$ cat src/rtl/axil_pkg.sv
// Shared AXI4-Lite response codes, FSM state types and index sizing helper
// for the register-slave slice.
package axil_pkg;

    localparam logic [1:0] RESP_OKAY   = 2'd0;
    localparam logic [1:0] RESP_EXOKAY = 2'd1;
    localparam logic [1:0] RESP_SLVERR = 2'd2;
    localparam logic [1:0] RESP_DECERR = 2'd3;

    typedef enum logic {
        W_ACCEPT = 1'b0,
        W_RESP   = 1'b1
    } wr_state_t;

    typedef enum logic {
        R_IDLE = 1'b0,
        R_DATA = 1'b1
    } rd_state_t;

    function automatic int idx_width(input int n);
        return (n < 2) ? 1 : $clog2(n);
    endfunction

endpackage

$ cat src/rtl/axil_byte_regfile.sv
// NUM_REGS x DATA_WIDTH register storage with asynchronous clear, one
// byte-strobed write port and one combinational read port.
module axil_byte_regfile
    import axil_pkg::*;
#(
    parameter int  DATA_WIDTH = 32,
    parameter int  NUM_REGS   = 8,
    localparam int IDX_W      = idx_width(NUM_REGS),
    localparam int NUM_BYTES  = DATA_WIDTH / 8
) (
    input  logic                  clk_sys,
    input  logic                  rst_b,
    input  logic                  wr_en,
    input  logic [IDX_W-1:0]      wr_idx,
    input  logic [DATA_WIDTH-1:0] wr_data,
    input  logic [NUM_BYTES-1:0]  wr_strb,
    input  logic [IDX_W-1:0]      rd_idx,
    output logic [DATA_WIDTH-1:0] rd_data
);

    logic [DATA_WIDTH-1:0] mem [NUM_REGS];

    always_ff @(posedge clk_sys or negedge rst_b) begin
        if (!rst_b) begin
            for (int r = 0; r < NUM_REGS; r++) begin
                mem[r] <= '0;
            end
        end else if (wr_en) begin
            for (int b = 0; b < NUM_BYTES; b++) begin
                if (wr_strb[b]) begin
                    mem[wr_idx][b*8 +: 8] <= wr_data[b*8 +: 8];
                end
            end
        end
    end

    assign rd_data = mem[rd_idx];

endmodule

$ cat src/rtl/axil_reg_slave.sv
// AXI4-Lite slave register bank: independent AW/W capture, strobed commit,
// registered reads, SLVERR for addresses outside [BASE_ADDR, BASE_ADDR+size).
//
//   state    | meaning
//   W_ACCEPT | collecting AW and W into holding regs; commit once both held
//   W_RESP   | write done, holding bvalid/bresp until bready
//   R_IDLE   | arready high, waiting for an AR handshake
//   R_DATA   | holding rvalid/rdata/rresp until rready
module axil_reg_slave
    import axil_pkg::*;
#(
    parameter int                    DATA_WIDTH = 32,
    parameter int                    ADDR_WIDTH = 8,
    parameter int                    RESP_WIDTH = 3,
    parameter int                    NUM_REGS   = 8,
    parameter logic [ADDR_WIDTH-1:0] BASE_ADDR  = '0
) (
    input  logic                    s_axi_aclk,
    input  logic                    s_axi_aresetn,
    input  logic [ADDR_WIDTH-1:0]   s_axi_awaddr,
    input  logic                    s_axi_awvalid,
    output logic                    s_axi_awready,
    input  logic [DATA_WIDTH-1:0]   s_axi_wdata,
    input  logic [DATA_WIDTH/8:0]   s_axi_wstrb,
    input  logic                    s_axi_wvalid,
    output logic                    s_axi_wready,
    output logic [RESP_WIDTH-1:0]   s_axi_bresp,
    output logic                    s_axi_bvalid,
    input  logic                    s_axi_bready,
    input  logic [ADDR_WIDTH-1:0]   s_axi_araddr,
    input  logic                    s_axi_arvalid,
    output logic                    s_axi_arready,
    output logic [DATA_WIDTH-1:0]   s_axi_rdata,
    output logic [RESP_WIDTH-1:0]   s_axi_rresp,
    output logic                    s_axi_rvalid,
    input  logic                    s_axi_rready
);

    localparam int                    NUM_BYTES    = DATA_WIDTH / 8;
    localparam int                    IDX_W        = idx_width(NUM_REGS);
    localparam int                    BYTE_SH      = $clog2(NUM_BYTES);
    localparam logic [31:0]           REGION_BYTES = 32'(NUM_REGS * NUM_BYTES);
    localparam logic [RESP_WIDTH-1:0] OKAY_R       = RESP_WIDTH'(RESP_OKAY);
    localparam logic [RESP_WIDTH-1:0] SLVERR_R     = RESP_WIDTH'(RESP_SLVERR);

    // Offset is computed 32 bits wide so addresses below BASE_ADDR cannot
    // alias into the region after wrap-around.
    function automatic logic addr_hit(input logic [ADDR_WIDTH-1:0] addr);
        logic [31:0] offset;
        offset = 32'(addr) - 32'(BASE_ADDR);
        return (addr >= BASE_ADDR) && (offset < REGION_BYTES);
    endfunction

    function automatic logic [IDX_W-1:0] addr_idx(input logic [ADDR_WIDTH-1:0] addr);
        logic [31:0] offset;
        offset = 32'(addr) - 32'(BASE_ADDR);
        return IDX_W'(offset >> BYTE_SH);
    endfunction

    logic unused_strb_msb;
    assign unused_strb_msb = s_axi_wstrb[NUM_BYTES];

    wr_state_t             wr_state;
    logic                  aw_held;
    logic                  w_held;
    logic [ADDR_WIDTH-1:0] aw_addr_q;
    logic [DATA_WIDTH-1:0] w_data_q;
    logic [NUM_BYTES-1:0]  w_strb_q;
    logic                  aw_fire;
    logic                  w_fire;
    logic                  commit;
    logic                  commit_hit;

    assign aw_fire    = s_axi_awvalid && s_axi_awready;
    assign w_fire     = s_axi_wvalid && s_axi_wready;
    assign commit     = (wr_state == W_ACCEPT) && aw_held && w_held;
    assign commit_hit = addr_hit(aw_addr_q);

    always_ff @(posedge s_axi_aclk or negedge s_axi_aresetn) begin
        if (!s_axi_aresetn) begin
            wr_state      <= W_ACCEPT;
            aw_held       <= 1'b0;
            w_held        <= 1'b0;
            aw_addr_q     <= '0;
            w_data_q      <= '0;
            w_strb_q      <= '0;
            s_axi_awready <= 1'b0;
            s_axi_wready  <= 1'b0;
            s_axi_bvalid  <= 1'b0;
            s_axi_bresp   <= '0;
        end else begin
            case (wr_state)
                W_ACCEPT: begin
                    if (aw_fire) begin
                        aw_held   <= 1'b1;
                        aw_addr_q <= s_axi_awaddr;
                    end
                    if (w_fire) begin
                        w_held   <= 1'b1;
                        w_data_q <= s_axi_wdata;
                        w_strb_q <= s_axi_wstrb[NUM_BYTES-1:0];
                    end
                    if (commit) begin
                        aw_held       <= 1'b0;
                        w_held        <= 1'b0;
                        s_axi_awready <= 1'b0;
                        s_axi_wready  <= 1'b0;
                        s_axi_bvalid  <= 1'b1;
                        s_axi_bresp   <= commit_hit ? OKAY_R : SLVERR_R;
                        wr_state      <= W_RESP;
                    end else begin
                        s_axi_awready <= !(aw_held || aw_fire);
                        s_axi_wready  <= !(w_held || w_fire);
                    end
                end
                W_RESP: begin
                    if (s_axi_bready) begin
                        s_axi_bvalid  <= 1'b0;
                        s_axi_awready <= 1'b1;
                        s_axi_wready  <= 1'b1;
                        wr_state      <= W_ACCEPT;
                    end
                end
            endcase
        end
    end

    rd_state_t             rd_state;
    logic [IDX_W-1:0]      rd_idx;
    logic [DATA_WIDTH-1:0] rf_rd_data;
    logic                  ar_fire;

    assign rd_idx  = addr_idx(s_axi_araddr);
    assign ar_fire = s_axi_arvalid && s_axi_arready;

    // The regfile updates with non-blocking writes, so a read sampled on a
    // commit edge sees the pre-write value.
    always_ff @(posedge s_axi_aclk or negedge s_axi_aresetn) begin
        if (!s_axi_aresetn) begin
            rd_state      <= R_IDLE;
            s_axi_arready <= 1'b0;
            s_axi_rvalid  <= 1'b0;
            s_axi_rdata   <= '0;
            s_axi_rresp   <= '0;
        end else begin
            case (rd_state)
                R_IDLE: begin
                    if (ar_fire) begin
                        s_axi_arready <= 1'b0;
                        s_axi_rvalid  <= 1'b1;
                        if (addr_hit(s_axi_araddr)) begin
                            s_axi_rdata <= rf_rd_data;
                            s_axi_rresp <= OKAY_R;
                        end else begin
                            s_axi_rdata <= '0;
                            s_axi_rresp <= SLVERR_R;
                        end
                        rd_state <= R_DATA;
                    end else begin
                        s_axi_arready <= 1'b1;
                    end
                end
                R_DATA: begin
                    if (s_axi_rready) begin
                        s_axi_rvalid  <= 1'b0;
                        s_axi_arready <= 1'b1;
                        rd_state      <= R_IDLE;
                    end
                end
            endcase
        end
    end

    axil_byte_regfile #(
        .DATA_WIDTH (DATA_WIDTH),
        .NUM_REGS   (NUM_REGS)
    ) u_regfile (
        .clk_sys (s_axi_aclk),
        .rst_b   (s_axi_aresetn),
        .wr_en   (commit && commit_hit),
        .wr_idx  (addr_idx(aw_addr_q)),
        .wr_data (w_data_q),
        .wr_strb (w_strb_q),
        .rd_idx  (rd_idx),
        .rd_data (rf_rd_data)
    );

endmodule

$ cat config.mk
export PLATFORM = sky130hd
export DESIGN_NAME = axil_reg_slave
export DESIGN_NICKNAME = d
export VERILOG_FILES = /design/src/rtl/axil_pkg.sv /design/src/rtl/axil_byte_regfile.sv /design/src/rtl/axil_reg_slave.sv
export SDC_FILE = /design/constraint.sdc
export NUM_CORES = 1
export LEC_CHECK = 0
export CORE_MARGIN = 2
export CORE_UTILIZATION = 55
export DETAILED_ROUTE_END_ITERATION = 8
export PLACE_DENSITY = 0.75
export SLEW_MARGIN = 15
export SYNTH_ARGS = -nofsm -noshare
export SYNTH_HDL_FRONTEND = slang
export SYNTH_SLANG_ARGS = --single-unit
$ cat constraint.sdc
create_clock -name s_axi_aclk -period 2.24 [get_ports s_axi_aclk]
set_input_delay 0.448 -clock s_axi_aclk [delete_from_list [all_inputs] [get_ports s_axi_aclk]]
set_output_delay 0.448 -clock s_axi_aclk [all_outputs]
set_load 0.02 [all_outputs]
==> out/results.txt <==
flops & latches, synth: 341
Worst Skew: 0.0141 ns
LEAKAGE: 0.00878 uW
vias per std cell: 5.93
Crit Path Category: reg2out
Pint: 13,900 uW
Seq pwr share: 0.480
count of yosys warnings during synthesis: 0
detailed placer's ending HPWL: 20.4 mm
maximum frequency from static timing analysis: 0.495 GHz
overall global routing resource usage: 0.234
CTS Root Cell: sky130_fd_sc_hd__clkbuf_16
post-CTS setup buffer count: 0
post-synthesis cell type with the largest combined area: sky130_fd_sc_hd__dfrtp_1
Setup crit start kind: flop
cell-by-cell trace of the critical path: clkdlybuf4s50_1
final number of setup-violating endpoints: 0
Overall Power: 19,700 uW
final max-slew violation count: 0
time the worst path needs with I/O delays and setup: 2.02 ns
vertical extent of the die: 170 um
setup repair after global routing missed its margin: false
floorplan row count: 60
post-route setup TNS: 0 ns
met3 wire length: 1.39 mm
largest net degree at the start of global routing: 63
number of maximum-capacitance constraint violations: 0
routed wire length on met2: 15.7 mm
TritonCTS clock tree: built
Clock H-tree levels: 2
global-route wire length before repair: 52.3 mm
Iter 0 DRT Violations: 451
fillers: 1,928
die footprint: 0.0288 mm^2
fraction of layout cells with a size suffix above 1: 0.449
area of combinational cells with multiple inputs: 0.00629 mm^2
netlist area before placement: 0.0151 mm^2
number of antenna violations at the first check in global routing: 0
combinational group share of total power: 0.215
synthesized instance count: 994
dominant delay contributor by cell family on the critical path: buffers and inverters
total grt overflow: 0
peak per-stage delay on the critical path: 0.64 ns
number of nets still failing antenna checks after routing: 0
ant diodes: 0
final worst-path cycle share: 0.901
Starting Density: 0.560
buffers from clock root to sink, at most: 3
detailed-router iteration count before antenna repair: 4
post-synthesis cell type count: 32
P&R area growth vs syn: 18.1%
# port buffers: 93
Worst-Margin Slew: 0.590 ns
Placer Congestion: 0.744
nature of the critical path endpoint: output pin
switching share of total power: 0.295
routed metal-1 wirelength: 14.2 mm
Clk pwr share: 0.305
routed len/inst: 21.7 um
run status: finished clean
combined buffer and inverter count along the critical path: 1
vias post-DR: 8,752
main flop type after synthesis: sky130_fd_sc_hd__dfrtp_1
Power Density: 1100 mW/mm^2
sequential share of the synthesized area: 0.565
mean instance size in the synthesized netlist: 15.2 um^2
P_sw: 5800 uW
number of sinks driven by the clock tree: 341
ys async rst share: 1.00
width of the chip: 170 um
number of remaining DRC errors: 0
Clk Latency, worst-skew pair: 0.52 ns
Nets: 1,168
I/O pin cnt: 103
core region area: 0.0270 mm^2
IR drop worst, VDD: 799 uV
headroom to the max-slew limit: 0.606
Num CTS Buffers: 37
hold-fix buffers at CTS: 1
clock transition at the registers of the reported paths: 0.05 ns
Slowest cell on crit path: sky130_fd_sc_hd__clkdlybuf4s50_1
number of synthesized flops with an enable pin: 0
worst hold-check path type: in2async
via count of the first global-routing pass: 9,323
arrival time at the worst endpoint: 1.57 ns
endpoint required time on the critical path: 1.79 ns
final wirelength: 32.0 mm
Crit Path Max Fanout: 4
top layer used by detailed routing: met4
Reg area: 0.00853 mm^2
final-report hold violation count: 0
number of gates resized after CTS: 0
largest cells by area after synthesis: sky130_fd_sc_hd__dfrtp_1, sky130_fd_sc_hd__mux2_2, sky130_fd_sc_hd__mux4_2
fraction of post-synthesis cell area in the top cell type by area: 0.565
## final timing paths
path,start,endpoint,slack (ns),cells after the start
worst max-delay path,s_axi_arready,s_axi_arready,0.22,1
worst min-delay path,s_axi_aresetn,s_axi_awready,0.45,2
worst max register to register,aw_addr_q[4],u_regfile.mem[240],0.33,4
worst min register to register,s_axi_rdata[4],s_axi_rdata[4],0.48,2
max in group asynchronous,s_axi_aresetn,w_data_q[18],1.00,3
min in group s_axi_aclk,s_axi_rdata[4],s_axi_rdata[4],0.48,2
## flip-flops by register name, indices dropped and copies added (netlist names), 4 cells and up
| name | flops |
|---|---|
| w_data_q | 32 |
| aw_addr_q | 6 |
| u_regfile.mem | 256 |
| s_axi_rdata | 32 |
| w_strb_q | 4 |
## placed cells by master (no fill, tap or decap), types with 2 or more instances in the layout
cell type / count
sky130_fd_sc_hd__nor3b_4: 3
sky130_fd_sc_hd__bufinv_16: 2
sky130_fd_sc_hd__buf_4: 22
sky130_fd_sc_hd__nor2_1: 37
sky130_fd_sc_hd__inv_1: 4
sky130_fd_sc_hd__clkdlybuf4s50_1: 90
sky130_fd_sc_hd__and3b_2: 4
sky130_fd_sc_hd__mux2_2: 343
sky130_fd_sc_hd__mux4_2: 32
sky130_fd_sc_hd__o21ai_0: 2
sky130_fd_sc_hd__nand4_2: 20
sky130_fd_sc_hd__mux2_1: 19
sky130_fd_sc_hd__dfrtp_1: 341
sky130_fd_sc_hd__o22ai_1: 33
sky130_fd_sc_hd__nand2_1: 34
sky130_fd_sc_hd__clkbuf_16: 39
sky130_fd_sc_hd__clkinv_2: 7
sky130_fd_sc_hd__nand2b_1: 2
sky130_fd_sc_hd__clkbuf_1: 10
sky130_fd_sc_hd__nand4_4: 12
sky130_fd_sc_hd__nand3b_1: 2
sky130_fd_sc_hd__o31ai_1: 32
sky130_fd_sc_hd__conb_1: 4
sky130_fd_sc_hd__clkbuf_8: 7
sky130_fd_sc_hd__buf_12: 13
sky130_fd_sc_hd__a21oi_1: 8
## routing by layer
metal	GRT usage	up-vias
li1	-	3928
met1	0.328	4599
met2	0.384	175
met3	0.0371	50
met4	0.0643	0
met5	0	-
## power groups by stage
stage,Combinational [uW],Clock [uW],Sequential [uW]
3_3_place_gp,4130,0,9410
3_5_place_dp,4260,0,9510
6_report,4230,6000,9440
4_1_cts,4280,6130,9420
5_1_grt,4590,6390,9710
2_1_floorplan,3200,0,8950
## per-stage QoR
stage,cells,utilization,hold WS [ns],area (um^2),setup slack [ns]
floorplan,997,-,0.152,15100,0.459
global placement,1409,0.616,0.384,16600,0.103
detailed placement,1409,0.616,0.390,16600,0.0270
CTS,1476,0.662,0.448,17800,0.198
global route,1476,0.662,0.469,17800,0.175
finish,1476,0.662,0.446,17800,0.221
## synth_stat cells (2+ instances only)
cell type / count
sky130_fd_sc_hd__mux2_2: 343
sky130_fd_sc_hd__nand2b_1: 2
sky130_fd_sc_hd__buf_6: 3
sky130_fd_sc_hd__nand3b_1: 2
sky130_fd_sc_hd__inv_1: 4
sky130_fd_sc_hd__buf_2: 18
sky130_fd_sc_hd__o21ai_0: 2
sky130_fd_sc_hd__dfrtp_1: 341
sky130_fd_sc_hd__nor2_1: 37
sky130_fd_sc_hd__nand4_2: 20
sky130_fd_sc_hd__clkbuf_1: 29
sky130_fd_sc_hd__and3b_2: 3
sky130_fd_sc_hd__a21oi_1: 8
sky130_fd_sc_hd__o31ai_1: 32
sky130_fd_sc_hd__mux4_2: 32
sky130_fd_sc_hd__nand4_4: 12
sky130_fd_sc_hd__nor3b_4: 3
sky130_fd_sc_hd__o22ai_1: 33
sky130_fd_sc_hd__mux2_1: 19
sky130_fd_sc_hd__nand2_1: 34
sky130_fd_sc_hd__buf_4: 6
## cell families (layout without fill, tap and decap cells)
kind of cell           after synthesis  after routing  synth area share
multiplexers                       394            394             0.318
flip-flops                         341            341             0.565
AND/OR/NAND/NOR                    119            119            0.0629
AO/OA/AOI/OAI                       79             79            0.0350
buffers and inverters               60            198            0.0194
other                                1              4          0.000248
## layout make-up
class / instances / share of cell area
Sequential cell: 341 / 0.478
Clock buffer: 56 / 0.0622
Tap cell: 341 / 0.0239
Inverter: 4 / 0.000842
Multi-Input combinational cell: 596 / 0.353
Timing Repair Buffer: 128 / 0.0760
Clock inverter: 10 / 0.00582
Power figures use the tool's default switching activity.
==> RTL edit 1 (same settings) <==
`ADDR_WIDTH`: 8 -> 9.
--- a/src/rtl/axil_reg_slave.sv
+++ b/src/rtl/axil_reg_slave.sv
@@ -10,7 +10,7 @@
     import axil_pkg::*;
 #(
     parameter int                    DATA_WIDTH = 32,
-    parameter int                    ADDR_WIDTH = 8,
+    parameter int                    ADDR_WIDTH = 9,
     parameter int                    RESP_WIDTH = 3,
     parameter int                    NUM_REGS   = 8,
     parameter logic [ADDR_WIDTH-1:0] BASE_ADDR  = '0
Interface: changed (resized s_axi_araddr and s_axi_awaddr); port bits go from 103 to 105. The function was not compared with the original's and may differ.
==> RTL edit 1 against the unedited design <==
  * Area after synthesis decreased by 1.1%
  * Sequential cell count increased by 1
  * Wire length decreased by 1.1%
  * Worst setup slack got worse by 0.16 ns
  * Hold slack improved by 0.026 ns
  * Power decreased by 7.0%
  * Global-route usage decreased by 0.20 points
  * First-iteration DRC count increased by 14%
  * Cell area increased by 1.8%
  * Critical path type is now register to register
==> RTL edit 1: results (changes against the unedited design) <==
outcome=completed (unchanged); slowest CP cell=or4_1 (was clkdlybuf4s50_1); Peak VDD IR=803 uV (was 799 uV); first-pass GRT wire length=51200 um (was 52300 um); switching power=5.29 mW (was 5.80 mW); met2 routed WL=15700 um (about the same); GPL Wtd Cong=0.711 (was 0.744); P_clk=5.92 mW (was 6.00 mW); Non-clk bufs=167 (was 128); gr usage total=0.232 (was 0.234); Via Count=8512 (was 8752); Num Clock Sinks=342 (was 341); final setup skew=0.0118 ns (was 0.0141 ns); met2 GRT Util=0.385 (was 0.384); vias in the first global route=9102 (was 9323); nets=1157 (was 1168); drt total wl=31600 um (was 32000 um); sequential area share after synthesis=0.573 (was 0.565); worst slew pin tran=0.973 ns (was 0.590 ns); area fraction in compound gates after synthesis=0.0149 (was 0.0350); library cells used by synthesis=30 (was 32); CP top delay family=simple AND/OR/NAND/NOR gates (was buffers and inverters); dpl hpwl=19800 um (was 20400 um); data arrival time of the worst path=2.57 ns (was 1.57 ns); multi-input gates=543 (was 596); top post-synthesis cells by count=dfrtp_1 (342), mux2_2 (299), mux4_2 (64) (was mux2_2 (343), dfrtp_1 (341), nor2_1 (37)); # port buffers=95 (was 93); Lkg Pwr=8.53 nW (was 8.78 nW); Data buffer area share=0.0997 (was 0.0760); number of clock buffers in the layout=57 (was 56); met1 Track Usage GR=0.328 (about the same); starting DRC count in detailed routing=514 (was 451); Power per Cell Area=1010 mW/mm^2 (was 1100 mW/mm^2); area of the multi-input gates=0.00616 sq mm (was 0.00629 sq mm); wl on met1=14300 um (was 14200 um); layout cells sized above 1=0.457 (was 0.449)
## RTL edit 1: cell count changes after synthesis, sizes merged, moves of 31 or more
cell | unedited run | this run
mux2 | 362 | 299
mux2i | 0 | 32
mux4 | 32 | 64
nor2 | 37 | 6
o21ai | 2 | 35
o22ai | 33 | 0
o31ai | 32 | 0
## RTL edit 1: final timing paths
| kind | depth (start not counted) | start | slack [ns] | endpoint |
|---|---|---|---|---|
| worst max-delay path | 5 | aw_addr_q[8] | 0.06 | u_regfile.mem[76] |
| worst min-delay path | 2 | s_axi_rvalid | 0.47 | s_axi_rvalid |
| max in group asynchronous | 3 | s_axi_aresetn | 1.00 | s_axi_awready |
| worst min register to register | 2 | s_axi_rvalid | 0.47 | s_axi_rvalid |
| worst max register to register | 5 | aw_addr_q[8] | 0.06 | u_regfile.mem[76] |
| min in group asynchronous | 2 | s_axi_aresetn | 0.49 | w_data_q[24] |
## RTL edit 1: kinds of logic after synthesis
group | after synthesis
simple gates | 101
compound gates | 43
flops | 342
mux | 395
other cells | 1
buf+inv | 54
==> RTL edit 2 (same flow settings) <==
Without the edit above. Reset style: synchronous (`rst_b` and `s_axi_aresetn`), changed in 3 clocked blocks. Comments in the files are not updated.
--- a/src/rtl/axil_byte_regfile.sv
+++ b/src/rtl/axil_byte_regfile.sv
@@ -20,7 +20,7 @@
 
     logic [DATA_WIDTH-1:0] mem [NUM_REGS];
 
-    always_ff @(posedge clk_sys or negedge rst_b) begin
+    always_ff @(posedge clk_sys) begin
         if (!rst_b) begin
             for (int r = 0; r < NUM_REGS; r++) begin
                 mem[r] <= '0;
--- a/src/rtl/axil_reg_slave.sv
+++ b/src/rtl/axil_reg_slave.sv
@@ -76,7 +76,7 @@
     assign commit     = (wr_state == W_ACCEPT) && aw_held && w_held;
     assign commit_hit = addr_hit(aw_addr_q);
 
-    always_ff @(posedge s_axi_aclk or negedge s_axi_aresetn) begin
+    always_ff @(posedge s_axi_aclk) begin
         if (!s_axi_aresetn) begin
             wr_state      <= W_ACCEPT;
             aw_held       <= 1'b0;
@@ -135,7 +135,7 @@
 
     // The regfile updates with non-blocking writes, so a read sampled on a
     // commit edge sees the pre-write value.
-    always_ff @(posedge s_axi_aclk or negedge s_axi_aresetn) begin
+    always_ff @(posedge s_axi_aclk) begin
         if (!s_axi_aresetn) begin
             rd_state      <= R_IDLE;
             s_axi_arready <= 1'b0;
Check against the original RTL: not settled (the Yosys comparison gave no result); the edit may change what the design does.
==> RTL edit 2 against the unedited design <==
  * Hold slack improved by 0.0047 ns
  * Sequential cell count did not move
  * Wire length fell by 0.62%
  * Worst setup slack improved by 0.054 ns
  * Area after synthesis fell by 3.3%
  * Cell area fell by 2.1%
Power is not compared: it rests on default switching activity, and its combinational part moved more than twofold at a synthesized area within 25%.
==> RTL edit 2: results (changes against the unedited design) <==
final std cells w/o fill=1620 (was 1476); drt total wl=31800 um (was 32000 um); worst-path fanout max=16 (was 4); nets=1319 (was 1168); mux share of post-synthesis cell area=0.0983 (was 0.318); Hold WS=0.451 ns (was 0.446 ns); met2 routed WL=16600 um (was 15700 um); worst slew pin tran=0.592 ns (was 0.590 ns); DRT Pass-1 Iters=5 (was 4); number of enable flip-flop cells after synthesis=256 (was 0); CTS Buf Count=36 (was 37); Non-clk bufs=165 (was 128); GR Util met3=0.0318 (was 0.0371); CP top delay family=simple AND/OR/NAND/NOR gates (was buffers and inverters); delay of the slowest critical-path stage=0.48 ns (was 0.64 ns); data arrival time of the worst path=2.34 ns (was 1.57 ns); gr usage total=0.233 (was 0.234); final setup skew=0.00802 ns (was 0.0141 ns); Seq area share=0.538 (was 0.478); Core Area=0.0261 sq mm (was 0.0270 sq mm); share of the synthesized area in the top cell type=0.527 (was 0.565); wl on met1=12600 um (was 14200 um); top post-synthesis cells by count=and2_1 (257), edfxtp_1 (256), nand2_1 (106) (was mux2_2 (343), dfrtp_1 (341), nor2_1 (37)); met1 Track Usage GR=0.299 (was 0.328); largest net degree at the start of global routing=38 (was 63); met2 GRT Util=0.418 (was 0.384); Data buffer area share=0.0896 (was 0.0760); first-pass GRT wire length=50600 um (was 52300 um); pre-CTS setup slack=-0.0436 ns (was 0.0270 ns); # fillers=1909 (was 1928); slowest CP cell=nor2_1 (was clkdlybuf4s50_1); number of clock buffers in the layout=54 (was 56); sequential area share after synthesis=0.643 (was 0.565); Hold Path Class=register to register (was input port to async pin); library cells used by synthesis=37 (was 32); outcome=completed (unchanged); setup ws final=0.275 ns (was 0.221 ns); area of the multi-input gates=0.00491 sq mm (was 0.00629 sq mm); mean number of vias per cell=5.68 (was 5.93)
## RTL edit 2: changes by cell type in the layout (fill, tap and decap cells not counted), moves of 33 or more
cell | unedited run | this run
and2_1 | 0 | 258
mux2i_1 | 0 | 68
o21ai_0 | 2 | 36
mux2_2 | 343 | 1
dfrtp_1 | 341 | 0
o22ai_1 | 33 | 0
a21oi_1 | 8 | 73
buf_4 | 22 | 65
dfxtp_1 | 0 | 85
edfxtp_1 | 0 | 256
nand2_1 | 34 | 106
## RTL edit 2: path summary, 6_finish.rpt
check / from / end / depth (start not counted)
setup reg to reg: aw_addr_q[7] / u_regfile.mem[6][28] / 5
hold / removal: s_axi_rdata[15] / s_axi_rdata[15] / 2
hold reg to reg: s_axi_rdata[15] / s_axi_rdata[15] / 2
setup / recovery: aw_addr_q[7] / u_regfile.mem[6][28] / 5
